===== src/rtl/reg_write_bank_if.sv =====
// Write-port bundle of the register bank: valid/ready write request,
// bulk-clear request, status outputs and the flat view of every entry.
interface reg_write_bank_if #(
    parameter int WIDTH = 32,
    parameter int NREG  = 32
);
    localparam int AW = $clog2(NREG);

    logic                  wr_valid;
    logic                  wr_ready;
    logic [AW-1:0]         wr_addr;
    logic [WIDTH-1:0]      wr_data;
    logic                  clr_req;
    logic                  busy;
    logic                  wr_commit;
    logic [NREG*WIDTH-1:0] regs_flat;

    // Requester side: issues writes and clear requests, observes the bank.
    modport master (
        output wr_valid, wr_addr, wr_data, clr_req,
        input  wr_ready, busy, wr_commit, regs_flat
    );

    // Bank side: owns the storage and the handshake response.
    modport slave (
        input  wr_valid, wr_addr, wr_data, clr_req,
        output wr_ready, busy, wr_commit, regs_flat
    );
endinterface


===== src/rtl/reg_write_bank.sv =====
// Write side of the register file. Accepted writes sit in a one-entry
// staging register for a cycle and are committed on the next edge; a
// sequenced clear walks every entry to zero, one per cycle. Entry 0 is
// forced to zero at all times.
module reg_write_bank #(
    parameter int WIDTH = 32,
    parameter int NREG  = 32
) (
    input  logic             clk,
    input  logic             rst_n,
    reg_write_bank_if.slave  bus
);
    localparam int AW = $clog2(NREG);

    typedef enum logic {IDLE, CLEAR} state_t;

    state_t           state_q, state_d;
    logic [AW-1:0]    cnt_q, cnt_d;
    logic             busy_q, busy_d;
    logic             stg_valid_q, stg_valid_d;
    logic [AW-1:0]    stg_addr_q, stg_addr_d;
    logic [WIDTH-1:0] stg_data_q, stg_data_d;
    logic             commit_q, commit_d;
    logic [WIDTH-1:0] regs_q [NREG];
    logic [WIDTH-1:0] regs_d [NREG];
    logic             accept;

    // A pending clear request blocks new writes so the clear wins a tie.
    assign bus.wr_ready  = (state_q == IDLE) && !bus.clr_req && rst_n;
    assign accept        = bus.wr_valid && bus.wr_ready;
    assign bus.busy      = busy_q;
    assign bus.wr_commit = commit_q;

    // Next-state: staging reload, commit of the staged write, clear sequencing.
    always_comb begin
        state_d     = state_q;
        cnt_d       = cnt_q;
        busy_d      = busy_q;
        stg_valid_d = accept;
        stg_addr_d  = accept ? bus.wr_addr : stg_addr_q;
        stg_data_d  = accept ? bus.wr_data : stg_data_q;
        commit_d    = stg_valid_q;
        regs_d      = regs_q;

        // The staged write lands first, so a write staged just before a
        // clear request still commits before the clear starts.
        if (stg_valid_q && (stg_addr_q != '0)) begin
            regs_d[stg_addr_q] = stg_data_q;
        end

        case (state_q)
            IDLE: begin
                if (bus.clr_req) begin
                    state_d = CLEAR;
                    cnt_d   = '0;
                    busy_d  = 1'b1;
                end
            end
            CLEAR: begin
                regs_d[cnt_q] = '0;
                cnt_d         = cnt_q + 1'b1;
                if (cnt_q == AW'(NREG - 1)) begin
                    state_d = IDLE;
                    busy_d  = 1'b0;
                end
            end
            default: state_d = IDLE;
        endcase

        regs_d[0] = '0;
    end

    // State, staging and storage registers; reset zeroes everything.
    always_ff @(posedge clk or negedge rst_n) begin
        if (!rst_n) begin
            state_q     <= IDLE;
            cnt_q       <= '0;
            busy_q      <= 1'b0;
            stg_valid_q <= 1'b0;
            stg_addr_q  <= '0;
            stg_data_q  <= '0;
            commit_q    <= 1'b0;
            for (int i = 0; i < NREG; i++) begin
                regs_q[i] <= '0;
            end
        end else begin
            state_q     <= state_d;
            cnt_q       <= cnt_d;
            busy_q      <= busy_d;
            stg_valid_q <= stg_valid_d;
            stg_addr_q  <= stg_addr_d;
            stg_data_q  <= stg_data_d;
            commit_q    <= commit_d;
            regs_q      <= regs_d;
        end
    end

    // Present every entry on the flat bus for the read-side mux.
    always_comb begin
        bus.regs_flat = '0;
        for (int i = 0; i < NREG; i++) begin
            bus.regs_flat[i*WIDTH +: WIDTH] = regs_q[i];
        end
    end
endmodule


===== src/flat_wrapper.sv =====
// flat-port wrapper written by rule: the top's interface ports become plain ports
module reg_write_bank_flat 
#(
    parameter int WIDTH = 32,
    parameter int NREG  = 32
)
  (clk, rst_n, bus_wr_valid, bus_wr_addr, bus_wr_data, bus_clr_req, bus_wr_ready, bus_busy, bus_wr_commit, bus_regs_flat);
  reg_write_bank_if #(.WIDTH(WIDTH), .NREG(NREG)) bus_i ();
  input  logic clk;
  input  logic rst_n;
  input wire logic [$bits(bus_i.wr_valid)-1:0] bus_wr_valid;
  input wire logic [$bits(bus_i.wr_addr)-1:0] bus_wr_addr;
  input wire logic [$bits(bus_i.wr_data)-1:0] bus_wr_data;
  input wire logic [$bits(bus_i.clr_req)-1:0] bus_clr_req;
  output wire logic [$bits(bus_i.wr_ready)-1:0] bus_wr_ready;
  output wire logic [$bits(bus_i.busy)-1:0] bus_busy;
  output wire logic [$bits(bus_i.wr_commit)-1:0] bus_wr_commit;
  output wire logic [$bits(bus_i.regs_flat)-1:0] bus_regs_flat;
  assign bus_i.wr_valid = bus_wr_valid;
  assign bus_i.wr_addr = bus_wr_addr;
  assign bus_i.wr_data = bus_wr_data;
  assign bus_i.clr_req = bus_clr_req;
  assign bus_wr_ready = bus_i.wr_ready;
  assign bus_busy = bus_i.busy;
  assign bus_wr_commit = bus_i.wr_commit;
  assign bus_regs_flat = bus_i.regs_flat;
  reg_write_bank #(.WIDTH(WIDTH), .NREG(NREG)) u_core (.clk(clk), .rst_n(rst_n), .bus(bus_i));
endmodule

===== config.mk =====
export PLATFORM = sky130hd
export DESIGN_NAME = reg_write_bank_flat
export DESIGN_NICKNAME = d
export VERILOG_FILES = /design/src/rtl/reg_write_bank_if.sv /design/src/rtl/reg_write_bank.sv /design/src/flat_wrapper.sv
export SDC_FILE = /design/constraint.sdc
export NUM_CORES = 2
export LEC_CHECK = 0
export CORE_AREA = 2 2 418 420
export DETAILED_ROUTE_END_ITERATION = 8
export DIE_AREA = 0 0 420 422
export GPL_TIMING_DRIVEN = 0
export PLACE_DENSITY = 0.57
export REMOVE_ABC_BUFFERS = 1
export SKIP_LAST_GASP = 1
export SLEW_MARGIN = 20
export SYNTH_ARGS = -nofsm -noshare
export SYNTH_HDL_FRONTEND = slang
export SYNTH_SLANG_ARGS = --single-unit
export TNS_END_PERCENT = 1

===== constraint.sdc =====
create_clock -name clk -period 2.05 [get_ports clk]
set_input_delay 0.41 -clock clk [delete_from_list [all_inputs] [get_ports clk]]
set_output_delay 0.41 -clock clk [all_outputs]
set_load 0.05 [all_outputs]

# ---- Yosys cells after proc, flatten, opt, wreduce, memory -nomap -nowiden
# Index checks and enable logic that the tools add are counted.
dict set report totals {
  register_bits 1038
  input_bits 41
  wordCells 75
}
dict set report classes {
  n_addsub 1
  n_lt_le_gt_ge 4
  eq_ne 3
  muxes 15
  bitwise 5
  n_reduce_logical 9
}
# op count
set op_table {}
lappend op_table {{992-bit 2-to-1 mux} 2}
lappend op_table {{1024-bit bitwise mux} 1}
lappend op_table {{992-bit bitwise AND} 1}
lappend op_table {{992-bit NOT} 1}
lappend op_table {{32-bit demux with 5-bit select} 2}
lappend op_table {{32-bit 2-to-1 mux} 2}
lappend op_table {{6-bit greater-or-equal comparator, second input constant} 2}
lappend op_table {{6-bit by 1-bit < comparator with 1-bit output, second input constant} 2}
lappend op_table {{5-bit NOT with 6-bit output} 2}
lappend op_table {{5-bit one-hot mux with 2 select lines} 1}
lappend op_table {{1-bit logical AND} 6}
lappend op_table {{5-bit by 1-bit adder with 5-bit output, second input constant} 1}
lappend op_table {{5-bit equality test, second input constant} 1}
lappend op_table {{5-bit 2-to-1 mux} 1}
lappend op_table {{5-bit nonzero test} 1}
lappend op_table {{1-bit 2-to-1 mux} 4}
lappend op_table {{2-bit inequality test, second input constant} 2}
lappend op_table {{1-bit one-hot mux with 2 select lines} 2}
lappend op_table {{2-bit AND reduction} 1}
lappend op_table {{1-bit zero test} 1}
lappend op_table {{1-bit NOT} 1}

# ---- Logic depth before layout (Yosys ltp)
dict set report logic_depth {
  depth_word 9
  depth_mapped 7
}

# ---- Worst setup path after synthesis
# No wires, ideal clock.
dict set report synth_timing {
  path_kind {flip-flop to flip-flop}
  start {register u_core.stg_addr_q[3]}
  end {register u_core.regs_q (netlist bit u_core.bus.regs_flat[88])}
  t_arrival_ps 1581
  required_ps 1914
  path_slack_ps 333
  path_stages_with_launch 7
  cell_sequence {dfrtp_1 or4b_1 clkbuf_1 buf_2 buf_2 o21ai_1 a21oi_1}
}
# element line_no
set synth_rtl {}
lappend synth_rtl {{from (decl)} reg_write_bank.sv:21} ;# logic [AW-1:0] stg_addr_q, stg_addr_d;
lappend synth_rtl {{from (signal assigned)} reg_write_bank.sv:91} ;# stg_addr_q <= stg_addr_d;
lappend synth_rtl {{to (signal assigned)} reg_write_bank.sv:94} ;# regs_q <= regs_d;
lappend synth_rtl {{to (decl)} reg_write_bank.sv:24} ;# logic [WIDTH-1:0] regs_q [NREG];

==> reports/metrics.yaml <==
synth:
  synth_top_family_by_area: "compound AO/OA/AOI/OAI gates"
  synth_top_area_cell: "dfrtp_1"
  syn-instance-count: 4834
  async_flop_share_pct: 100
  ys_warn_count: 0
  synth-xor-area-share_pct: 0.0195
  synth_cell_types: 35
  synth_top_area_share_pct: 58.0
  synth-seq-cells: 1038
  synth-compound-area-share_pct: 22.3
  syn-cell-area_sq_um: 44800
  avgSynthCellArea_sq_um: 9.27
  synth_fa_ha_area_share_pct: 0.140
  synth_flop_cell: "dfrtp_1"
  synthMuxAreaShare_pct: 0.930
  synthTopCellsByArea: "dfrtp_1, nand3_1, a21oi_1"
  synth-seq-area-share_pct: 58.0
  synth_edf_count: 0
  synth-simple-area-share_pct: 12.3
sta:
  maxSlewHeadroom_pct: 42.8
  setup_violations: 1334
  fin_crit_sh_pct: 109
  setup_slack_ps: -179
  rsz0062_at_grt: "yes"
  hold_viol_final: 93
  drv_slew: 0
  worstMarginPinSlew_ps: 858
  max_clock_freq_mhz: 449
  worst_hold_slack_ps: -432
  period_minus_slack_ps: 2230
  finClkSkew_ps: 32.7
  setup_tns_ps: -72270
clock_tree:
  cts_buffers: 117
  holdBufCountCts: 1
  cts_sinks: 1038
  clk_pin_slew_ps: 60
  worst_skew_pair.late_latency_ps: 780
  cts.path.max_buffers: 3
  cts_root_buf: "clkbuf_16"
  tritoncts: "yes"
  cts.htree.levels: 3
pwr:
  power_frac_comb_pct: 32.3
  power_frac_seq_pct: 36.7
  p_sw_share_pct: 42.2
  p_sw_mw: 29.0
  p_total_mw: 68.7
  peakVddDrop_mv: 1.91
  powerDensity_nw_per_um2: 1070
  pwr-share-clk_pct: 31.0
  p_leak_nw: 31.1
  internal_power_mw: 39.7
finish:
  final_common_cell: "dfrtp_1"
  final_cell_mix: "dfrtp_1, nand3_1, a21oi_1, dlygate4sd2_1, o21ai_0"
  area_growth_pct: 44.0
  fin_util_pct: 37.3
  drive_above_1_share_pct: 11.8
  multi_input_area_sq_um: 16600
  fin_nets: 5734
  fill_cells: 17400
  seq_area_sq_um: 26100
floorplan:
  initial_core_util_pct: 25.9
  die_w_um: 420
  io_pins: 1068
  num_rows: 153
  core_sq_um: 173000
  die-area_sq_um: 177000
  die_height_um: 422
place:
  io_buffers: 1035
  place.detailed.hpwl_um: 156000
  place_congestion: 0.783
routing:
  vias: 45000
  drtPass1Iterations: 6
  drt_iter0_markers: 5669
  wl_per_cell_um: 29.9
  antenna_left: 0
  wl_um: 243000
  via_per_inst: 5.54
  drc: 0
setup_path:
  start_kind: "flop"
  crit_fanout: 60
  rr_worst_depth: 6
  critical_path_class: "flop to flop"
  r2r-start: "u_core.stg_addr_q[1]"
  endpoint_kind: "flop"
  required_ps: 2720
  r2r_setup_slack_ps: -180
  arrival_ps: 2900
  worstReg2RegEnd: "u_core.bus.regs_flat[53]"
global_route:
  grt_max_degree: 138
  grt_pass1_wl_um: 328000
  grt_pass1_vias: 42500
  overflow: 0
  antenna_found_initial: 14
  track_usage_pct: 25.6
job:
  drv_cap: 0
worst_hold_path:
  hold_class: "input port to asynchronous set/reset pin"
status:
  status: "finished with violations"
  violations: "hold timing, setup timing"
## through the flow
stage | instances | instance area (sq um) | setup WS (ps)
floorplan | 4187 | 42100 | -7290
global placement | 7547 | 55300 | -49370
detailed placement | 7740 | 59700 | -1250
CTS | 8057 | 63600 | -202
global route | 8115 | 64500 | -286
finish | 8118 | 64500 | -179
## how the worst max path moves through the flow
stage | from | end | cells after the start
2_1_floorplan | u_core.stg_addr_q[0] | u_core.bus.regs_flat[64] | 3
3_3_place_gp | rst_n | u_core.bus.regs_flat[341] | 1
3_5_place_dp | u_core.stg_addr_q[1] | u_core.bus.regs_flat[968] | 11
4_1_cts | u_core.stg_addr_q[2] | u_core.bus.regs_flat[321] | 6
5_1_grt | u_core.stg_addr_q[2] | u_core.bus.regs_flat[633] | 6
6_report | u_core.stg_addr_q[1] | u_core.bus.regs_flat[53] | 6
## registers in the layout, indices dropped and copies added, names as in the netlist
register / cells
u_core.bus.busy: 1
u_core.bus.regs_flat: 992
u_core.bus.wr_commit: 1
u_core.cnt_q: 5
u_core.commit_d: 1
u_core.state_q: 1
u_core.stg_addr_q: 5
u_core.stg_data_q: 32
## area by class of cell
cell class | instances | share of cell area, %
flip-flops and latches | 1038 | 40.5
multi-input cells | 3155 | 25.8
repair buffers | 1372 | 23.3
clock buffers | 180 | 5.36
well taps | 2325 | 4.51
clock inverters | 38 | 0.539
inverters | 4 | 0.0233
diodes | 6 | 0.0233
## layer usage
| metal | global-route usage [%] | vias to the layer above | wire length [um] |
|---|---|---|---|
| met5 | 0 | - | 17 |
| met4 | 17.5 | 4 | 18300 |
| met3 | 5.77 | 668 | 22000 |
| met2 | 40.4 | 2681 | 113000 |
| met1 | 31.0 | 22700 | 89200 |
| li1 | - | 18900 | - |
## logic make-up after synthesis
kind of cell,Yosys count
other cells,1
buf+inv,682
mux,37
flops,1038
fa+ha+maj,5
simple gates,1078
compound gates,1992
xor+xnor,1
## power groups by stage
stage | combinational [mW] | clock [mW] | sequential, mW
after floorplan | 3.27 | 0 | 23.5
after global placement | 5.34 | 0 | 28.9
after detailed placement | 19.3 | 0 | 25.5
after CTS | 21.3 | 21.7 | 25.0
after global routing | 22.8 | 22.4 | 25.0
final | 22.2 | 21.3 | 25.2
## synth_stat cells, drive strengths merged, types with 4 or more instances
cell       n
inv        4
mux2      37
a21oi    994
clkbuf   415
nor2      29
nand2b     7
nand3    996
nor2b      5
buf      263
dfrtp   1038
nand2      6
o21ai    994
ha         5
and3       8
## critical path: stages (launching register included)
cell	delay (ps)
dfrtp_2	370
buf_6	250
nand2b_4	540
buf_12	300
buf_16	270
o21ai_1	120
a21oi_1	190
## timing repair
item / CTS / global route
hold endpoints to repair: 139 / 93
endpoints found under the setup margin: 1998 / 2120
gates resized for setup: 1052 / 51
pin swaps: 26 / 13
cloned: 13 / 20
setup buffers: 88 / 36
Power figures use the tool's default switching activity.
